==> src/rtl/blit_inner_seq.sv <==
// Inner-loop memory-cycle sequencer for the blitter.
// Each inner step issues an optional source read, an optional extra source
// read, an optional destination read and always a destination write, then
// repeats until the loaded count is exhausted or an abort is seen.
module blit_inner_seq #(
  parameter int CNT_W = 16
) (
  input  logic             clk,
  input  logic             reset,
  input  logic             start,
  input  logic             abort,
  input  logic [CNT_W-1:0] icount,
  input  logic             srcen,
  input  logic             srcenx,
  input  logic             dsten,
  input  logic             phrase_mode,
  input  logic             memready,
  input  logic             memidle,
  output logic             readreq,
  output logic             writereq,
  output logic             sread_1,
  output logic             sreadx_1,
  output logic             dread_1,
  output logic             phrase_cycle,
  output logic             step_inner,
  output logic             busy,
  output logic             done,
  output logic             aborted,
  output logic [CNT_W-1:0] count_rem
);

  typedef enum logic [2:0] {
    IDLE   = 3'd0,
    SREAD  = 3'd1,
    SREADX = 3'd2,
    DREAD  = 3'd3,
    DWRITE = 3'd4,
    FIN    = 3'd5
  } state_t;

  state_t state;

  // Enables captured at start; srcenx_q already qualified by srcen.
  logic srcen_q;
  logic srcenx_q;
  logic dsten_q;

  // First bus cycle of a step (also the stage that follows an extra
  // source read when called with s=0).
  function automatic state_t first_stage(input logic s, input logic d);
    if (s)      return SREAD;
    else if (d) return DREAD;
    else        return DWRITE;
  endfunction

  // Stage that follows the plain source read.
  function automatic state_t after_sread(input logic sx, input logic d);
    if (sx) return SREADX;
    else    return first_stage(1'b0, d);
  endfunction

  // Request strobes decode straight from state so a read-to-read hand-off
  // keeps readreq high without a gap.
  assign readreq  = (state == SREAD) || (state == SREADX) || (state == DREAD);
  assign writereq = (state == DWRITE);
  assign sread_1  = (state == SREAD);
  assign sreadx_1 = (state == SREADX);
  assign dread_1  = (state == DREAD);
  assign busy     = (state != IDLE);

  // Sequencer state, latched operands and registered status outputs.
  always_ff @(posedge clk or posedge reset) begin
    if (reset) begin
      state        <= IDLE;
      srcen_q      <= 1'b0;
      srcenx_q     <= 1'b0;
      dsten_q      <= 1'b0;
      phrase_cycle <= 1'b0;
      step_inner   <= 1'b0;
      done         <= 1'b0;
      aborted      <= 1'b0;
      count_rem    <= '0;
    end else begin
      step_inner <= 1'b0;
      done       <= 1'b0;
      case (state)
        IDLE: begin
          // Abort in the same cycle as start suppresses the start.
          if (start && !abort) begin
            srcen_q      <= srcen;
            srcenx_q     <= srcen & srcenx;
            dsten_q      <= dsten;
            phrase_cycle <= phrase_mode;
            count_rem    <= icount;
            aborted      <= 1'b0;
            if (icount == '0) state <= FIN;
            else              state <= first_stage(srcen, dsten);
          end
        end
        SREAD: begin
          if (memready) begin
            if (abort) begin
              aborted <= 1'b1;
              state   <= FIN;
            end else begin
              state <= after_sread(srcenx_q, dsten_q);
            end
          end
        end
        SREADX: begin
          if (memready) begin
            if (abort) begin
              aborted <= 1'b1;
              state   <= FIN;
            end else begin
              state <= first_stage(1'b0, dsten_q);
            end
          end
        end
        DREAD: begin
          if (memready) begin
            if (abort) begin
              aborted <= 1'b1;
              state   <= FIN;
            end else begin
              state <= DWRITE;
            end
          end
        end
        DWRITE: begin
          // A completed write always counts, even if abort ends the loop.
          if (memready) begin
            step_inner <= 1'b1;
            if (count_rem != '0) count_rem <= count_rem - CNT_W'(1);
            if (abort) begin
              aborted <= 1'b1;
              state   <= FIN;
            end else if (count_rem <= CNT_W'(1)) begin
              state <= FIN;
            end else begin
              state <= first_stage(srcen_q, dsten_q);
            end
          end
        end
        FIN: begin
          // Hold off completion until the controller has drained.
          if (memidle) begin
            done         <= 1'b1;
            phrase_cycle <= 1'b0;
            state        <= IDLE;
          end
        end
        default: state <= IDLE;
      endcase
    end
  end

endmodule

==> config.mk <==
export PLATFORM = sky130hd
export DESIGN_NAME = blit_inner_seq
export DESIGN_NICKNAME = d
export VERILOG_FILES = /design/src/rtl/blit_inner_seq.sv
export SDC_FILE = /design/constraint.sdc
export NUM_CORES = 1
export LEC_CHECK = 0
export ABC_CLOCK_PERIOD_IN_PS = 2500
export CAP_MARGIN = 20
export CORE_UTILIZATION = 40
export CTS_BUF_LIST = sky130_fd_sc_hd__clkbuf_4 sky130_fd_sc_hd__clkbuf_8
export DETAILED_ROUTE_END_ITERATION = 8
export PLACE_DENSITY = 0.81
export SYNTH_ARGS = -nofsm -noshare
export SYNTH_HDL_FRONTEND = slang
export SYNTH_SLANG_ARGS = --single-unit
==> constraint.sdc <==
create_clock -name clk -period 2.5 [get_ports clk]
set_input_delay 0.5 -clock clk [delete_from_list [all_inputs] [get_ports clk]]
set_output_delay 0.5 -clock clk [all_outputs]
set_load 0.02 [all_outputs]
# Yosys cells after proc, flatten, opt, wreduce, memory -nomap -nowiden
# Index checks and enable logic that the tools add are counted.
# op_classes
n_addsub	1
n_lt_le_gt_ge	1
n_eq_ne	14
muxes	33
bitwise_logic	1
reduce_logical	17
# ops
op	n
two-way mux 16 bit	3
two-way mux 3 bit	16
case mux 16 bit (2 select lines)	1
case mux 3 bit (6 select lines)	1
less-or-equal comparator 16 x 1 -> 1 bit, second input constant	1
logical NOT 16 bit	1
nonzero test 16 bit	1
subtractor 16 x 1 -> 16 bit, second input constant	1
!= test 2 bit, second input constant	6
two-way mux 1 bit	10
AND reduction 4 bit	2
== test 3 x 2 -> 1 bit, second input constant	2
== test 3 bit, second input constant	2
!= test 2 x 1 -> 1 bit, second input constant	3
AND reduction 6 bit	1
nonzero test 2 bit	3
case mux 1 bit (2 select lines)	2
OR reduction 4 bit	1
== test 3 x 1 -> 1 bit, second input constant	1
logical NOT 3 bit	1
AND reduction 3 bit	1
nonzero test 3 bit	1
logical OR 1 bit	2
AND reduction 2 bit	1
other kinds (3)	3
# totals
regBits	26
wordCells	76

# Longest topological paths before layout
# Gate-level depths: netlist of run 1.
# depth
word_depth	6
mapped_depth	9
depth_no_buf	7

# Worst setup path after synthesis of run 1
# Ideal clock, no wire load.
# synth_path
path_type	register to register
from	reg count_rem[10]
to	reg state[1]
t_arrival_ns	1.847
required_time_ns	2.362
path_slack_ns	0.516
stages_incl_launch_ff	6
n_path_buf	0
synth_period_minus_slack_ns	1.984
cell_sequence	dfrtp_1 > nor4_2 > nand4_1 > or4_1 > a222oi_1 > o22ai_1
# synth_between
elab_chain_cells	5
# synth_lines
item	line	text
start, declared	29	output logic [CNT_W-1:0] count_rem
start signal, assigned	94	count_rem <= icount;
start signal, assigned	134	if (count_rem != '0) count_rem <= count_rem - CNT_W'(1);
less-or-equal comparator 16 x 1 -> 1 bit	138	end else if (count_rem <= CNT_W'(1)) begin
two-way mux 3 bit	138	
two-way mux 3 bit	135	if (abort) begin
two-way mux 3 bit	132	if (memready) begin
case mux 3 bit (6 select lines)	86	case (state)
end signal, assigned	97	else state <= first_stage(srcen, dsten);
end signal, assigned	106	state <= after_sread(srcenx_q, dsten_q);
end signal, assigned	141	state <= first_stage(srcen_q, dsten_q);
end, declared	41	state_t state;
# No other way between the ends. The select of a mux whose other input is x is not followed.
# A chain may end at the register's enable or synchronous reset.

# Final worst setup path of run 1
# layout_path
from	reg state[0]
to	out sread_1
# layout_between
elab_chain_cells	1
# layout_lines
item	line	text
start signal, assigned	97	
start signal, assigned	106	
start signal, assigned	116	state <= first_stage(1'b0, dsten_q);
== test 3 x 1 -> 1 bit	66	assign sread_1 = (state == SREAD);
end, declared	21	output logic sread_1,
# No other way between the ends.

==> impl_metrics.toml, run 1 <==
[setup_path]
crit_path_max_fanout = 11
reg2reg_slack_ps = 260
cp_data_required_time_ps = 2000
crit_chain = "inv_1 -> nor3_1 -> clkdlybuf4s50_1"
reg2reg_from = "count_rem[10]"
r2r_cells = 5
rr_endpoint = "state[1]"
end_kind = "output port"
startpoint = "state[0]"
arrival_ps = 1840
slowest_delay_ps = 670
slowest_stage = "clkdlybuf4s50_1"
worst-setup-path-type = "reg2out"
critPathLaunchType = "flip-flop"
crit_end = "sread_1"

[clocking]
htreeDepth = 1
path_clk_slew_ps = 90
hold_buffers = 0
cts_sinks = 26
cts_tree = "yes"
cts_resized = 0
cts_buffers = 3
clock_latency_ps = 270
postCtsSetupBuffers = 0
clock-root-buffer = "clkbuf_8"
clockBufferDepth = 2

[sta]
tns_ps = 0
fin_skew_ps = 4.47
final-setup-viol-count = 0
worst_slack_ps = 163
period_share_pct = 93.5
worst_slew_pin_slew_ps = 389
final-hold-violation-count = 0
rsz0062_at_grt = "no"
final.min_clock_period_ps = 2340
whs_ps = 494
fmax_mhz = 428
slew_headroom_pct = 73.9
slew_viol_final = 0

[pwr]
p_switching_mw = 1.25
total_power_mw = 2.70
p_leak_nw = 0.896
seqPwrFrac_pct = 32.4
pwr_density_cell_nw_per_um2 = 1150
swShare_pct = 46.1
peakVddDrop_mv = 0.505
pwr-share-clk_pct = 10.4
intPower_mw = 1.45
p_comb_share_pct = 57.3

[drt]
vias_per_cell = 5.84
vias = 1835
ant_nets = 0
wire_per_inst_um = 15.0
drc = 0
first_pass_iters = 5
wl_mm = 4.71
drt_iter0_markers = 161

[worst_hold_path]
min_path_type = "reg2reg"

[grt]
grt.busiest_layer = "met2"
grt_max_degree = 36
overflow = 0
met2_usage_pct = 35.5
grt_pass1_wl_mm = 7.53
first_global_vias = 1652
antenna_found_initial = 0
grt_use_met1_pct = 28.9
gr-usage-all-layers_pct = 21.8
grt_use_met3_pct = 4.33

[synth]
synth_nets = 241
yosysTopAreaCell = "dfrtp_1"
ys_seq_area_share_pct = 37.5
async_reset_ff_share_pct = 100
synth_edf_count = 0
synthesis.area_um2 = 1740
netlist_instances = 212
ys_warn_count = 0
synth_ff_type = "dfrtp_1"
syn_area_per_cell_um2 = 8.19
yosysTopAreaCellShare_pct = 37.5
synthTopCellsByArea = "dfrtp_1 (37%), a21oi_1 (6.6%), nor2_1 (6.1%)"
ys_seq_elements = 26
ys_types = 43

[floorplanning]
fp.dieW_um = 67.9
die_y_um = 67.9
fp-row-count = 23
core_um2 = 4090
ioPinCount = 52
start_util_pct = 42.5
die-area_um2 = 4610

[flow_run]
max-cap-violations = 0

[placed_design]
post-place-ws_ps = 195
routabilityCongestion = 0.857
portBuffers = 51
dpl.hpwl_mm = 3.49

[final_layout]
diodes = 0
nNetsFinal = 294
area_growth_syn_to_layout_pct = 34.8
drive_gt1_share_pct = 9.09

[status]
status = "finished, final reports clean"
[per-layer routing]
layer / vias up / wire length [um]
met2: 79 / 2270
met4: 0 / 57
met1: 856 / 2030
met3: 7 / 349
li1: 893 / -
met5: - / 0
[worst max-delay path, delay by kind of cell, from the launching register on]
kind | cells | cell delay (ps)
simple gates | 1 | 320
flops | 1 | 470
buf+inv | 2 | 780
[area by class of cell]
class | instances | area, um^2
clock buffer | 4 | 55.1
fill | 379 | 1750
inverter | 7 | 26.3
multi-input combinational | 168 | 975
sequential | 26 | 652
tap | 50 | 62.6
timing repair buffer | 59 | 571
[cells by family (layout without fill, tap and decap cells)]
group / after synthesis / in the layout / synth area share, %
fa+ha+maj: 3 / 3 / 2.16
mux: 3 / 3 / 1.95
buf+inv: 18 / 70 / 6.41
simple gates: 95 / 95 / 28.9
flops: 26 / 26 / 37.5
compound gates: 67 / 67 / 23.1
[per-stage QoR]
stage | cell area [um^2] | utilization (%) | cells
finish | 2340 | 57.3 | 314
global route | 2340 | 57.3 | 314
CTS | 2340 | 57.3 | 314
detailed placement | 2280 | 55.9 | 310
global placement | 2280 | 55.9 | 310
floorplan | 1740 | - | 212
[power groups by stage]
| stage | combinational (mW) | clock [mW] | sequential, mW |
|---|---|---|---|
| after detailed placement | 1.53 | 0 | 0.876 |
| after global placement | 1.50 | 0 | 0.870 |
| after global routing | 1.69 | 0.297 | 0.908 |
| after floorplan | 0.856 | 0 | 0.966 |
| final | 1.55 | 0.280 | 0.874 |
| after CTS | 1.54 | 0.279 | 0.870 |
[worst min path at each step]
| stage | slack (ps) | startpoint | cells after the start | to |
|---|---|---|---|---|
| 2_1_floorplan | 470 | srcenx_q | 2 | srcenx_q |
| 3_3_place_gp | 460 | aborted | 2 | aborted |
| 3_5_place_dp | 490 | aborted | 2 | aborted |
| 4_1_cts | 510 | aborted | 2 | aborted |
| 5_1_grt | 550 | aborted | 2 | aborted |
| 6_report | 490 | aborted | 2 | aborted |
[state kept, by name, summed over array words and instances, names as in the netlist]
signal        count
count_rem        16
dsten_q           1
done              1
aborted           1
srcen_q           1
srcenx_q          1
step_inner        1
phrase_cycle      1
state             3
[layout by cell type (no fill, tap or decap), types with 3 or more instances in the layout]
cell type         n
clkdlybuf4s50_1  51
nor2_1           28
dfrtp_1          25
a21oi_1          23
o21ai_0          17
nand2_1          14
nor3_1           12
nor4_1           10
buf_4             8
inv_1             7
o22ai_1           7
nand4_1           4
nand3_1           4
or3_1             4
nor3b_1           4
clkbuf_8          4
o21a_1            3
mux2_2            3
ha_1              3
[cells in the mapped netlist (2+ instances only)]
cell / number
a21oi_1: 23
buf_6: 3
clkbuf_1: 5
clkbuf_8: 2
dfrtp_1: 26
ha_1: 3
inv_1: 7
mux2_2: 3
nand2_1: 14
nand2b_1: 2
nand3_1: 4
nand3b_1: 2
nand4_1: 4
nor2_1: 28
nor3_1: 12
nor3_2: 2
nor3b_1: 4
nor4_1: 10
o21a_1: 3
o21ai_0: 17
o21ai_1: 2
o22a_1: 2
o22ai_1: 7
o311ai_0: 2
o32ai_1: 2
or2_2: 2
or3_1: 4
or4_1: 2
(Power assumes the default switching activity.)
==> run 2, diff against run 1 <==
--- a/config.mk
+++ b/config.mk
@@ -7,10 +7,11 @@
 export LEC_CHECK = 0
 export ABC_CLOCK_PERIOD_IN_PS = 2500
 export CAP_MARGIN = 20
-export CORE_UTILIZATION = 40
+export CORE_UTILIZATION = 45
 export CTS_BUF_LIST = sky130_fd_sc_hd__clkbuf_4 sky130_fd_sc_hd__clkbuf_8
 export DETAILED_ROUTE_END_ITERATION = 8
-export PLACE_DENSITY = 0.81
+export GPL_TIMING_DRIVEN = 1
+export PLACE_DENSITY = 0.88
 export SYNTH_ARGS = -nofsm -noshare
 export SYNTH_HDL_FRONTEND = slang
 export SYNTH_SLANG_ARGS = --single-unit
==> impl_metrics.toml, run 2 (synthesized netlist as in run 1, its figures left out) <==
[setup_path]
cp_data_required_time_ps = 2000
end_kind = "output port"
critPathLaunchType = "flip-flop"
cp_num_cells = 3
crit_end = "sread_1"
crit_chain = "inv_1 -> nor3_1 -> clkdlybuf4s50_1"
rr_endpoint = "count_rem[1]"
r2r_cells = 7
crit_path_max_fanout = 11
startpoint = "state[0]"
slowest_stage = "clkdlybuf4s50_1"
worst-path-buf-inv = 2
reg2reg_slack_ps = 340
reg2reg_from = "state[2]"
worst-setup-path-type = "reg2out"
slowest_delay_ps = 660
arrival_ps = 1880
cp_top_family = "buffers and inverters"

[grt]
grt_max_degree = 36
overflow = 0
first_global_vias = 1780
grt_pass1_wl_mm = 8.22
antenna_found_initial = 0
gr-usage-all-layers_pct = 25.3

[status]
status = "finished, final reports clean"

[final_layout]
multi_input_area_um2 = 975
area_growth_syn_to_layout_pct = 34.7
layout_commonest_cell = "clkdlybuf4s50_1"
fin_cells = 313
layout_common_cells = "clkdlybuf4s50_1 (51), nor2_1 (28), dfrtp_1 (26)"
seqCellArea_um2 = 651
reg_top3 = "count_rem: 16 flops, state: 3 flops"
largest_reg_flops = 16
fillers = 327
diodes = 0
nNetsFinal = 296
largest-register = "count_rem"
drive_gt1_share_pct = 9.06

[pwr]
peakVddDrop_mv = 0.603
intPower_mw = 1.43
seqPwrFrac_pct = 32.6
total_power_mw = 2.67
p_switching_mw = 1.25
pwr-share-clk_pct = 8.8
p_leak_nw = 0.899
swShare_pct = 46.7
pwr_density_cell_nw_per_um2 = 1140
p_comb_share_pct = 58.5

[drt]
first_pass_iters = 5
ant_nets = 0
vias_per_cell = 6.01
drt_iter0_markers = 193
wl_mm = 4.81
wire_per_inst_um = 15.4
drc = 0
vias = 1881

[floorplanning]
start_util_pct = 47.1
core_um2 = 3690
fp-row-count = 22
die_y_um = 64.1
die-area_um2 = 4110
fp.dieW_um = 64.1
ioPinCount = 52

[flow_run]
max-cap-violations = 0

[clocking]
clock-root-buffer = "clkbuf_8"
postCtsSetupBuffers = 0
hold_buffers = 0
htreeDepth = 1
cts_buffers = 3
clockBufferDepth = 2
cts_resized = 0
cts_sinks = 26
clock_latency_ps = 270
path_clk_slew_ps = 90
cts_tree = "yes"

[sta]
final.min_clock_period_ps = 2380
fmax_mhz = 420
slew_viol_final = 0
final-setup-viol-count = 0
period_share_pct = 95.2
worst_slack_ps = 121
slew_headroom_pct = 75.3
rsz0062_at_grt = "no"
final-hold-violation-count = 0
tns_ps = 0
fin_skew_ps = 9.40
worst_slew_pin_slew_ps = 367

[placed_design]
routabilityCongestion = 0.948
portBuffers = 51
post-place-ws_ps = 183
dp_cells = 310
dpl.hpwl_mm = 3.53

[worst_hold_path]
min_path_type = "reg2reg"
hold_start = "aborted"
## run 2: final cells by class
type	instances	area share, %
clock buffers	3	1.77
inverters	7	1.12
multi-input cells	168	41.7
flip-flops and latches	26	27.8
well taps	48	2.57
repair buffers	61	25.0
## run 2: power groups by stage
stage                     registers (mW)  clock network, mW  logic [mW]
final                              0.873              0.236        1.57
after global routing               0.906              0.262        1.70
after CTS                          0.866              0.238        1.56
after detailed placement           0.871                  0        1.55
after global placement             0.866                  0        1.52
after floorplan                    0.966                  0       0.856
## run 2: worst min-delay path by stage
stage | to | slack, ps | cells after the start
final | aborted | 500 | 2
after detailed placement | aborted | 470 | 2
after CTS | aborted | 490 | 2
after global placement | aborted | 470 | 2
after global routing | aborted | 510 | 2
after floorplan | srcenx_q | 470 | 2
## run 2: routing by layer
| metal | wire [um] | vias up | part of all wire, % | global-route usage (%) |
|---|---|---|---|---|
| met5 | 0 | - | 0 | 0 |
| met2 | 2360 | 79 | 49 | 42.8 |
| met4 | 55 | 0 | 1.1 | 7.50 |
| li1 | - | 899 | - | - |
| met1 | 2120 | 897 | 44 | 33.1 |
| met3 | 268 | 6 | 5.6 | 4.29 |
## run 2: tightest hold or removal path, stage by stage, from the launching register on
cell	delay (ps)
dfrtp_1	360
nand2_1	50
nand2_1	50
## run 2: through the flow
stage,hold WS [ps],cell area (um^2),util [%]
global placement,470,2300,62.3
CTS,493,2340,63.4
floorplan,473,1740,-
global route,510,2340,63.4
detailed placement,471,2300,62.3
finish,495,2340,63.4
